`src/rtl/uart_rx_engine.sv`:
```
// Oversampling UART receive engine: 8N1 framing, or 8E1 when UART_RX_PARITY_EN is defined.
// Delivers each good byte on data_o with a one-cycle rx_data_rdy_o strobe; flags are sticky per frame.
module uart_rx_engine #(
  parameter int CLK_FREQ   = 100_000_000,
  parameter int BAUD       = 9600,
  parameter int OVERSAMPLE = 16
) (
  input  logic       clk_i,
  input  logic       reset_i,
  input  logic       rx_i,
  output logic [7:0] data_o,
  output logic       rx_data_rdy_o,
  output logic       busy_o,
  output logic       frame_err_o,
  output logic       parity_err_o
);

  localparam int DIV = CLK_FREQ / (BAUD * OVERSAMPLE);
  localparam int TW  = (DIV > 1) ? $clog2(DIV) : 1;
  localparam int SW  = $clog2(OVERSAMPLE);

  localparam logic [TW-1:0] TICK_LAST = TW'(DIV - 1);
  localparam logic [SW-1:0] SAMP_HALF = SW'(OVERSAMPLE / 2 - 1);
  localparam logic [SW-1:0] SAMP_LAST = SW'(OVERSAMPLE - 1);

  // state  | meaning
  // IDLE   | line idle, waiting for a low level
  // START  | half a bit into the start bit, confirm it is still low
  // DATA   | sampling 8 data bits at their mid-points, LSB first
  // PARITY | sampling the even-parity bit (parity builds only)
  // STOP   | sampling the stop bit, deliver or flag a framing error
  // BREAK  | line held low after a bad stop, wait for it to return high
`ifdef UART_RX_PARITY_EN
  typedef enum logic [2:0] {S_IDLE, S_START, S_DATA, S_PARITY, S_STOP, S_BREAK} state_t;
`else
  typedef enum logic [2:0] {S_IDLE, S_START, S_DATA, S_STOP, S_BREAK} state_t;
`endif

  state_t state, state_n;

  logic [1:0]    sync_q;
  logic          rx_s;
  logic [TW-1:0] tick_cnt;
  logic [SW-1:0] samp_cnt;
  logic [2:0]    bit_idx;
  logic [7:0]    shift_q;
  logic [7:0]    data_q;
  logic          rdy_q;
  logic          ferr_q;
  logic          tick;
  logic          samp_done;
  logic          clr_cnt;
  logic          start_ok;
  logic          shift_en;
  logic          deliver;
  logic          set_ferr;
`ifdef UART_RX_PARITY_EN
  logic          par_cap;
  logic          par_rec_q;
  logic          perr_q;
`endif

  assign rx_s      = sync_q[1];
  assign tick      = (tick_cnt == TICK_LAST);
  // START samples after half a bit; every other state samples after a full bit
  assign samp_done = tick && (samp_cnt == ((state == S_START) ? SAMP_HALF : SAMP_LAST));

  always_ff @(posedge clk_i) begin
    if (reset_i) state <= S_IDLE;
    else         state <= state_n;
  end

  always_comb begin
    state_n  = state;
    clr_cnt  = 1'b0;
    start_ok = 1'b0;
    shift_en = 1'b0;
    deliver  = 1'b0;
    set_ferr = 1'b0;
`ifdef UART_RX_PARITY_EN
    par_cap  = 1'b0;
`endif
    case (state)
      S_IDLE: begin
        if (!rx_s) begin
          state_n = S_START;
          clr_cnt = 1'b1;
        end
      end
      S_START: begin
        if (samp_done) begin
          if (rx_s) begin
            state_n = S_IDLE;
          end else begin
            state_n  = S_DATA;
            start_ok = 1'b1;
          end
        end
      end
      S_DATA: begin
        if (samp_done) begin
          shift_en = 1'b1;
          if (bit_idx == 3'd7) begin
`ifdef UART_RX_PARITY_EN
            state_n = S_PARITY;
`else
            state_n = S_STOP;
`endif
          end
        end
      end
`ifdef UART_RX_PARITY_EN
      S_PARITY: begin
        if (samp_done) begin
          par_cap = 1'b1;
          state_n = S_STOP;
        end
      end
`endif
      S_STOP: begin
        if (samp_done) begin
          if (rx_s) begin
            deliver = 1'b1;
            state_n = S_IDLE;
          end else begin
            set_ferr = 1'b1;
            state_n  = S_BREAK;
          end
        end
      end
      S_BREAK: begin
        if (rx_s) state_n = S_IDLE;
      end
      default: state_n = S_IDLE;
    endcase
  end

  always_ff @(posedge clk_i) begin
    if (reset_i) begin
      sync_q   <= 2'b11;
      tick_cnt <= '0;
      samp_cnt <= '0;
      bit_idx  <= '0;
      shift_q  <= '0;
      data_q   <= '0;
      rdy_q    <= 1'b0;
      ferr_q   <= 1'b0;
    end else begin
      sync_q <= {sync_q[0], rx_i};

      if (clr_cnt || tick) tick_cnt <= '0;
      else                 tick_cnt <= tick_cnt + 1'b1;

      if (clr_cnt || samp_done) samp_cnt <= '0;
      else if (tick)            samp_cnt <= samp_cnt + 1'b1;

      if (start_ok)      bit_idx <= '0;
      else if (shift_en) bit_idx <= bit_idx + 1'b1;

      // right shift leaves the first-received bit in bit 0 after eight samples
      if (shift_en) shift_q <= {rx_s, shift_q[7:1]};

      if (deliver) data_q <= shift_q;
      rdy_q <= deliver;

      if (start_ok)      ferr_q <= 1'b0;
      else if (set_ferr) ferr_q <= 1'b1;
    end
  end

`ifdef UART_RX_PARITY_EN
  always_ff @(posedge clk_i) begin
    if (reset_i) begin
      par_rec_q <= 1'b0;
      perr_q    <= 1'b0;
    end else begin
      if (par_cap) par_rec_q <= ^{shift_q, rx_s};
      if (start_ok)     perr_q <= 1'b0;
      else if (deliver) perr_q <= par_rec_q;
    end
  end
  assign parity_err_o = perr_q;
`else
  assign parity_err_o = 1'b0;
`endif

  assign data_o        = data_q;
  assign rx_data_rdy_o = rdy_q;
  assign busy_o        = (state != S_IDLE);
  assign frame_err_o   = ferr_q;

endmodule

```
`config.mk`:
```
export PLATFORM = sky130hd
export DESIGN_NAME = uart_rx_engine
export DESIGN_NICKNAME = d
export VERILOG_FILES = /design/src/rtl/uart_rx_engine.sv
export SDC_FILE = /design/constraint.sdc
export NUM_CORES = 1
export LEC_CHECK = 0
export CAP_MARGIN = 20
export CORE_MARGIN = 1.5
export CORE_UTILIZATION = 56
export CTS_CLUSTER_SIZE = 8
export DETAILED_ROUTE_END_ITERATION = 12
export PLACE_DENSITY = 0.78
export SLEW_MARGIN = 0
export SYNTH_ARGS = -nofsm -noshare
export SYNTH_HDL_FRONTEND = slang
export SYNTH_SLANG_ARGS = --single-unit
```
`constraint.sdc`:
```
create_clock -name clk_i -period 2 [get_ports clk_i]
set_input_delay 0.2 -clock clk_i [delete_from_list [all_inputs] [get_ports clk_i]]
set_output_delay 0.2 -clock clk_i [all_outputs]
set_load 0.05 [all_outputs]
```
==> results.txt, run 1 <==
15 I/O pins were placed. Dividing total power by cell area gives a power density of 635 nW/µm². The worst-case clock skew is 0.00994 ns, and the height of the die is 59.2 µm. The die is 59.2 µm wide. The initial antenna violation count was 0; the number of DRC violations after detailed routing was 0.

The number of warnings reported in the yosys synthesis log came out at 0. In this run the post-CTS setup repair buffer count came out at 0. The run gives 0.35 ns as the clock latency reported for the late side of the worst-skew pair.

The simple-gate area share of the yosys netlist is 24.1%. The run finished with clean final reports. In this run the deepest clock path goes through 2 buffers.

The worst setup path is captured at a flop. For the final routed database, the setup TNS stands at 0 ns. Number of instances in the synthesized netlist: 196. The first global-routing pass estimated 5980 µm of wire.

The post-synthesis xor/xnor area fraction was 6.93%; the worst hold slack across all endpoints was 0.412 ns. Leaving out fill and tap cells, the most frequent cell in the layout is dfxtp_1. The largest single stage delay on the critical path is 0.54 ns. Once the clock tree was built, the resizer swapped 0 gates to a different size.

The first detailed-routing pass took 4 iterations. The floorplan step defined a core boundary enclosing 3030 µm². The H-tree was split into 2 levels. The tightest min-delay check is of the input pin to flop type. For this design, the slowest cell found on the critical path is and3_1. Summed over all cells, the static leakage comes to 0.681 nW.

In this run the worst path has a maximum fanout of 14. After synthesis, flip-flops and latches occupy 45.3% of the total area. The layout has 240 filler cells. The tree is rooted in a clkbuf_4.

Most used flip-flop cell after synthesis: dfxtp_1. Clock-pin slew was measured on the worst setup and hold paths at 0.11 ns. The number of pins with negative max-slew slack in the final report was 0; the overall overflow remaining after global route was 0.

The netlist uses 38 different library cells. In the final routed layout, each cell accounts on average for 13.2 µm. The synthesis-to-finish area growth was 11.5%.

The iteration-0 DRC count of the detailed router is 72, and the register bit total from synthesis is 40. STA classifies the critical path startpoint as a flop. The max-capacitance violation count is 0.

For this run, the post-layout net count is 215. After synthesis, the share of flip-flops with an asynchronous set or reset is 0%. Ratio of final minimum period to clock period: 92.0%.

The family with the most delay on the worst path was simple AND/OR/NAND/NOR gates. Setup violations remaining at the end of the flow were counted as 0. The total global-route track usage is 22.8%. For this run, the top clock speed supported by timing is 543 MHz.

In this run the remaining antenna-violating nets after routing total 0. Setup repair after global routing left no endpoint under its margin. The total die area is 3510 µm², and the number of input and output port buffers inserted is 13. The largest voltage drop on the vdd net is 0.492 mV, and the total via count after detailed routing is 1391.

For this design, the sink count on the clock tree is 40. The tools report the global placer's final weighted congestion as 0.780. By startpoint and endpoint, the worst setup path is classified as flop to flop. Each instance of the synthesized netlist takes up on average 9.03 µm². For the worst setup path, the data arrival time is 2.09 ns.

The cell type with the highest aggregate area in the netlist was dfxtp_1. By area, the combinational part of the netlist is dominated by simple AND/OR/NAND/NOR gates. The hold violation count in the final report is 0. The number of hold buffers added after CTS was 0. The number of antenna diodes in the final layout is 0. After detailed routing, the number of vias per cell comes to 5.52. Of the total synthesized cell area, the portion taken by full adders, half adders and majority gates is 3.54%. After synthesis, the share of cell area in mux cells is 5.66%.

Once detailed placement completed, the half-perimeter wirelength came to 2430 µm. The top cell types in the final layout, fill and taps aside, are dfxtp_1, nor2_1. Cells with a size suffix above 1 make up 7.69% of the layout.

Entering global routing, the biggest net connects 24 pins. Summing the areas of all compound-gate instances in the mapped netlist gives 10.3% of the synthesized area. Once the floorplan was initialized, standard cells occupied 58.4% of the core.

The transition time of the tightest slew-check pin was 0.510 ns. After synthesis, the cell types taking the most area are dfxtp_1, nor2_1, xnor2_1. Traced cell by cell, the critical path runs through nor4b_4 > and3_1 > nand3_1 > o221a_2. Number of core rows: 20.

At the worst endpoint, the required time is 2.25 ns. The number of clock buffers added by TritonCTS is 5. The via count of the first global-routing pass was 1356. Number of buffers and inverters on the critical path: 0. In this run, synthesis inferred 0 flip-flops with an integrated enable. After layout, the minimum clock period comes to 1.84 ns.

The logs give 204 for the total nets after synthesis and 3340 µm for the routed wire length. The tools report the area of the mapped netlist as 1770 µm². TritonCTS built the clock tree. The worst pin sits at a relative slew slack of 65.9%. The top-area cell type share of the netlist area works out to 45.3%.
[flip-flops by register name, indices dropped and copies added, names as in the netlist]
name           count
rx_data_rdy_o      1
shift_q            8
sync_q             2
tick_cnt          10
frame_err_o        1
bit_idx            3
state              3
samp_cnt           4
data_o             8
[report_power, final]
group | leakage [nW] | internal, mW | total, mW | switching [mW]
clock network | 0.0295 | 0.141 | 0.390 | 0.248
logic | 0.328 | 0.0180 | 0.0483 | 0.0303
registers | 0.323 | 0.804 | 0.815 | 0.0105
[metal layers]
| layer | track usage (%) | part of all wire [%] | vias up |
|---|---|---|---|
| met2 | 35.5 | 48 | 38 |
| met3 | 5.46 | 5.0 | 8 |
| met5 | 0 | 0 | - |
| li1 | - | - | 701 |
| met4 | 12.7 | 2.3 | 0 |
| met1 | 28.9 | 45 | 644 |
[through the flow]
| stage | std cells | power, mW | utilization [%] | cell area (µm²) | setup slack [ns] |
|---|---|---|---|---|---|
| finish | 252 | 1.25 | 65.1 | 1970 | 0.160 |
| global route | 252 | 1.30 | 65.1 | 1970 | 0.0114 |
| CTS | 252 | 1.27 | 65.1 | 1970 | 0.148 |
| detailed placement | 244 | 0.881 | 63.3 | 1920 | 0.197 |
| global placement | 244 | 0.880 | 63.3 | 1920 | 0.274 |
| floorplan | 196 | 0.868 | - | 1770 | 0.433 |
[worst paths after layout]
kind                           from                    end  slack, ns  cells past startpoint
min reg2reg    sync_q[0]$_SDFF_PP1_   sync_q[1]$_SDFF_PP1_       0.44                      1
max          tick_cnt[4]$_SDFF_PP0_  state[1]$_SDFFE_PP0P_       0.16                      4
min                            rx_i   sync_q[0]$_SDFF_PP1_       0.41                      2
max reg2reg  tick_cnt[4]$_SDFF_PP0_  state[1]$_SDFFE_PP0P_       0.16                      4
[cell type report]
| cell class | instances | area, µm² | area share [%] |
|---|---|---|---|
| Multi-Input combinational cell | 140 | 897 | 45.5 |
| Sequential cell | 40 | 801 | 40.6 |
| Timing Repair Buffer | 16 | 150 | 7.61 |
| Tap cell | 44 | 55.1 | 2.79 |
| Clock buffer | 7 | 45.0 | 2.28 |
| Inverter | 4 | 15.0 | 0.761 |
| Clock inverter | 1 | 8.76 | 0.444 |
[cell families after synthesis]
logic type               after synthesis
adder cells (fa/ha/maj)                5
multiplexers                          10
AO/OA/AOI/OAI                         30
flip-flops                            40
buffers and inverters                 16
other                                  1
XOR/XNOR                              14
AND/OR/NAND/NOR                       80
[synth_stat cells, types with 2 or more instances]
master / number
nand4_1: 3
and4_1: 3
ha_1: 5
xnor2_1: 12
mux2i_1: 10
and2_1: 2
nor4b_1: 2
o31ai_1: 2
and3b_1: 2
dfxtp_1: 40
o21ai_0: 8
nor3_1: 4
a31oi_1: 2
nand2_1: 12
and3_1: 2
clkbuf_1: 7
buf_2: 3
nor2_1: 28
xor2_1: 2
nand3_1: 12
buf_4: 2
a21oi_1: 12
nor3b_1: 2
inv_1: 4
or2_2: 2
(Power assumes the default switching activity.)
==> inputs of run 2 (changes only) <==
Settings changed: CORE_UTILIZATION 56 to 53, PLACE_DENSITY 0.78 to 0.74.
Clock period 2 ns to 1.8 ns, I/O delays scaled along.
==> run 2 against run 1 <==
Effect of this change:
- total power rose by 23%
- wire length rose by 4.9%
- clock skew barely moved
- sequential share of layout area fell by 1.3 points
- hold slack got worse by 0.013 ns
- core utilization rose by 0.52 points
- critical endpoint is now frame_err_o
- largest cell class unchanged
==> results.txt, run 2 (same netlist as run 1, synthesis figures left out) <==
The arrival time of the worst setup path was 1.54 ns (was 2.09 ns). The tools report the initial standard-cell utilization of the core as 57.0% (was 58.4%). The run gives 191 (was 72) as the iteration-0 DRC count of the detailed router. Post-layout instance count excluding filler cells: 256 (was 252). The startpoint type of the worst setup path was a flop (unchanged). Ratio of final minimum period to clock period: 95.3%. The area taken by flip-flops and latches came out at 801 µm² (unchanged). The half-perimeter wire length of the detailed placement result was 2480 µm (was 2430 µm); the first-pass GRT wire length was 5830 µm (was 5980 µm). Clock-pin slew on the worst setup and hold paths: 0.12 ns (was 0.11 ns). The tools report the capturing element type of the critical path as a primary output (was a flop).

The die boundary width came out at 60.8 µm (was 59.2 µm). Static timing analysis puts the maximum clock frequency at 583 MHz. The worst-case clock skew came out at 0.00966 ns (was 0.00994 ns).

The number of top-level pins came out at 15 (unchanged). Cells along the critical path: clkdlybuf4s50_1 (was nor4b_4 > and3_1 > nand3_1 > o221a_2). The run gives 24 (unchanged) as the largest net degree at the start of global routing. The run gives 3690 µm² (was 3510 µm²) as the total die area. The logs give 65.6% (was 65.1%) for the final design utilization and 5 (was 4) for the detailed-router iteration count before antenna repair. The run finished with clean final reports.

The tools report the final worst slack as 0.0842 ns (was 0.160 ns). The tools report the worst-case clock buffer depth as 2 (unchanged). Number of instances in the placed design: 247 (was 244). The peak fanout along the critical path works out to 2 (was 14). The logs give 0.854 (was 0.780) for the global placer's final weighted congestion and 0 (unchanged) for the hold violation count in the final report. The tools report the number of antenna cells inserted as 0 (unchanged).

Clock latency reported for the late side of the worst-skew pair: 0.35 ns (about the same). Transition time of the tightest slew-check pin: 0.503 ns (was 0.510 ns). The length in cells of the worst reg-to-reg path was 7 (was 4); the final setup violation count was 0 (unchanged).

Commonest non-fill, non-tap cell in the layout: dfxtp_1 (unchanged). The logs give 0.12 ns (was 0.16 ns) for the setup slack of the worst register-to-register path and 0.146 ns (was 0.197 ns) for the pre-CTS worst setup slack. Count of cells along the worst hold path: 2 (unchanged). Setup repair after global routing left no endpoint under its margin. The routed wire length was 3500 µm (was 3340 µm). Slowest cell on the critical path: clkdlybuf4s50_1 (was and3_1).

The total via count after detailed routing is 1440 (was 1391), and the number of pins with negative max-slew slack in the final report is 0 (unchanged). The destination of the worst hold path is sync_q[0]$_SDFF_PP1_ (unchanged). The height of the die works out to 60.8 µm (was 59.2 µm). The logs give 897 µm² (unchanged) for the area of combinational cells with multiple inputs and 0 (unchanged) for the initial antenna violation count.

Number of input and output port buffers inserted: 13 (unchanged). Class of the most critical hold timing path: input pin to flop (unchanged). The tools report the endpoint of the worst-slack reg-to-reg timing path as data_o[6]$_SDFFE_PP0P_ (was state[1]$_SDFFE_PP0P_).

The routed length per instance came out at 13.7 µm (was 13.2 µm). The flip-flop count of the largest register after layout works out to 10 (unchanged). The number of core rows was 20 (unchanged); the post-route minimum period was 1.72 ns. The max-capacitance violation count is 0 (unchanged).

For the number of fill cells, the log shows 288 (was 240). The number of nets in the finished design was 219 (was 215). The tools report the maximum level of the CTS H-tree as 2 (unchanged). Number of buffers and inverters on the critical path: 1 (was 0).

The synthesis-to-finish area growth was 15.1% (was 11.5%). The class of the most critical setup path was flop to primary output (was flop to flop). For the worst max-slew margin expressed relative to the limit, the log shows 66.3% (was 65.9%). The family with the most delay on the worst path was buffers and inverters (was simple AND/OR/NAND/NOR gates). The power per cell area was 759 nW/µm² (was 635 nW/µm²). The number of routed nets with antenna violations is 0 (unchanged). Top library cells by usage in the layout, fill and taps aside: dfxtp_1, nor2_1 (unchanged). The core area is 3100 µm² (was 3030 µm²), and the via density per instance is 5.63 (was 5.52). The fraction of final layout cells with drive strength greater than 1 is 9.91% (was 7.69%), and the number of sinks on the clock net is 40 (unchanged). Via count of the first global-routing pass: 1330 (was 1356). The total global-route track usage was 21.4% (was 22.8%). The run gives 0 ns (unchanged) as the final total negative setup slack. The tools report the start point of the critical path as frame_err_o$_SDFFE_PP0P_ (was tick_cnt[4]$_SDFF_PP0_). TritonCTS built the clock tree. The logic depth of the worst setup path including buffers was 1 (was 4). The tools report the number of buffers inserted during clock tree synthesis as 5 (unchanged). For the overall overflow remaining after global route, the log shows 0 (unchanged).

The launch instance of the worst min-delay path was rx_i (unchanged). Worst endpoint required time: 1.62 ns (was 2.25 ns). The number of hold buffers added after CTS came out at 0 (unchanged). The static leakage was 0.716 nW (was 0.681 nW). Top register by number of flip-flops: tick_cnt (unchanged). The tools report the reg-to-reg critical path startpoint as tick_cnt[0]$_SDFF_PP0_ (was tick_cnt[4]$_SDFF_PP0_).

The buffer type at the clock tree root was clkbuf_4 (unchanged). The run gives 0.468 mV (was 0.492 mV) as the largest voltage drop on the vdd net. The largest stage delay on the critical path was 0.81 ns (was 0.54 ns). The run gives 0 (unchanged) as the number of DRC violations after detailed routing.
==> run 2: changes by cell type in the layout (fill, tap and decap cells not counted) <==
cell       before  now
clkbuf_1        2    1
clkinv_4        1    0
bufinv_16       0    1
buf_4           4    7
clkinv_2        0    1
buf_12          0    1
==> run 2: cell type report <==
cell class                      count  share of cell area (%)
Clock inverter                      2                    1.72
Tap cell                           44                    2.70
Timing Repair Buffer               20                    9.46
Inverter                            4                   0.737
Multi-Input combinational cell    140                    44.0
Sequential cell                    40                    39.3
Clock buffer                        6                    2.03
==> run 2: power breakdown <==
group	internal [mW]	total, mW	switching (mW)	leakage [nW]
sequential	0.894	0.905	0.0109	0.323
clock	0.291	0.582	0.291	0.0422
combinational	0.0215	0.0588	0.0373	0.351
==> run 2: through the flow <==
stage	power, mW	hold WS [ns]	area (µm²)
floorplan	0.965	0.284	1770
global placement	0.981	0.401	1950
detailed placement	0.982	0.412	1950
CTS	1.55	0.397	2030
global route	1.59	0.387	2040
finish	1.55	0.398	2040
==> run 2: worst max path at each step <==
stage / slack [ns] / to
after floorplan: 0.23 / samp_cnt[0]$_SDFFE_PP0P_
after global placement: 0.20 / state[1]$_SDFFE_PP0P_
after detailed placement: 0.15 / frame_err_o$_SDFFE_PP0P_
after CTS: 0.08 / frame_err_o
after global routing: 0.007 / frame_err_o$_SDFFE_PP0P_
final: 0.08 / frame_err_o
==> run 2: metal layers <==
layer	GRT usage (%)	wire (µm)	up-vias
met2	34.7	1640	49
met3	5.12	228	5
met5	0	0	-
li1	-	-	712
met1	26.5	1590	674
met4	10.6	44	0
==> run 2: what timing repair did <==
item / 4_1_cts / 5_1_grt
endpoints found under the setup margin: 0 / 4
resized for setup: 0 / 0
buffers inserted: 0 / 1
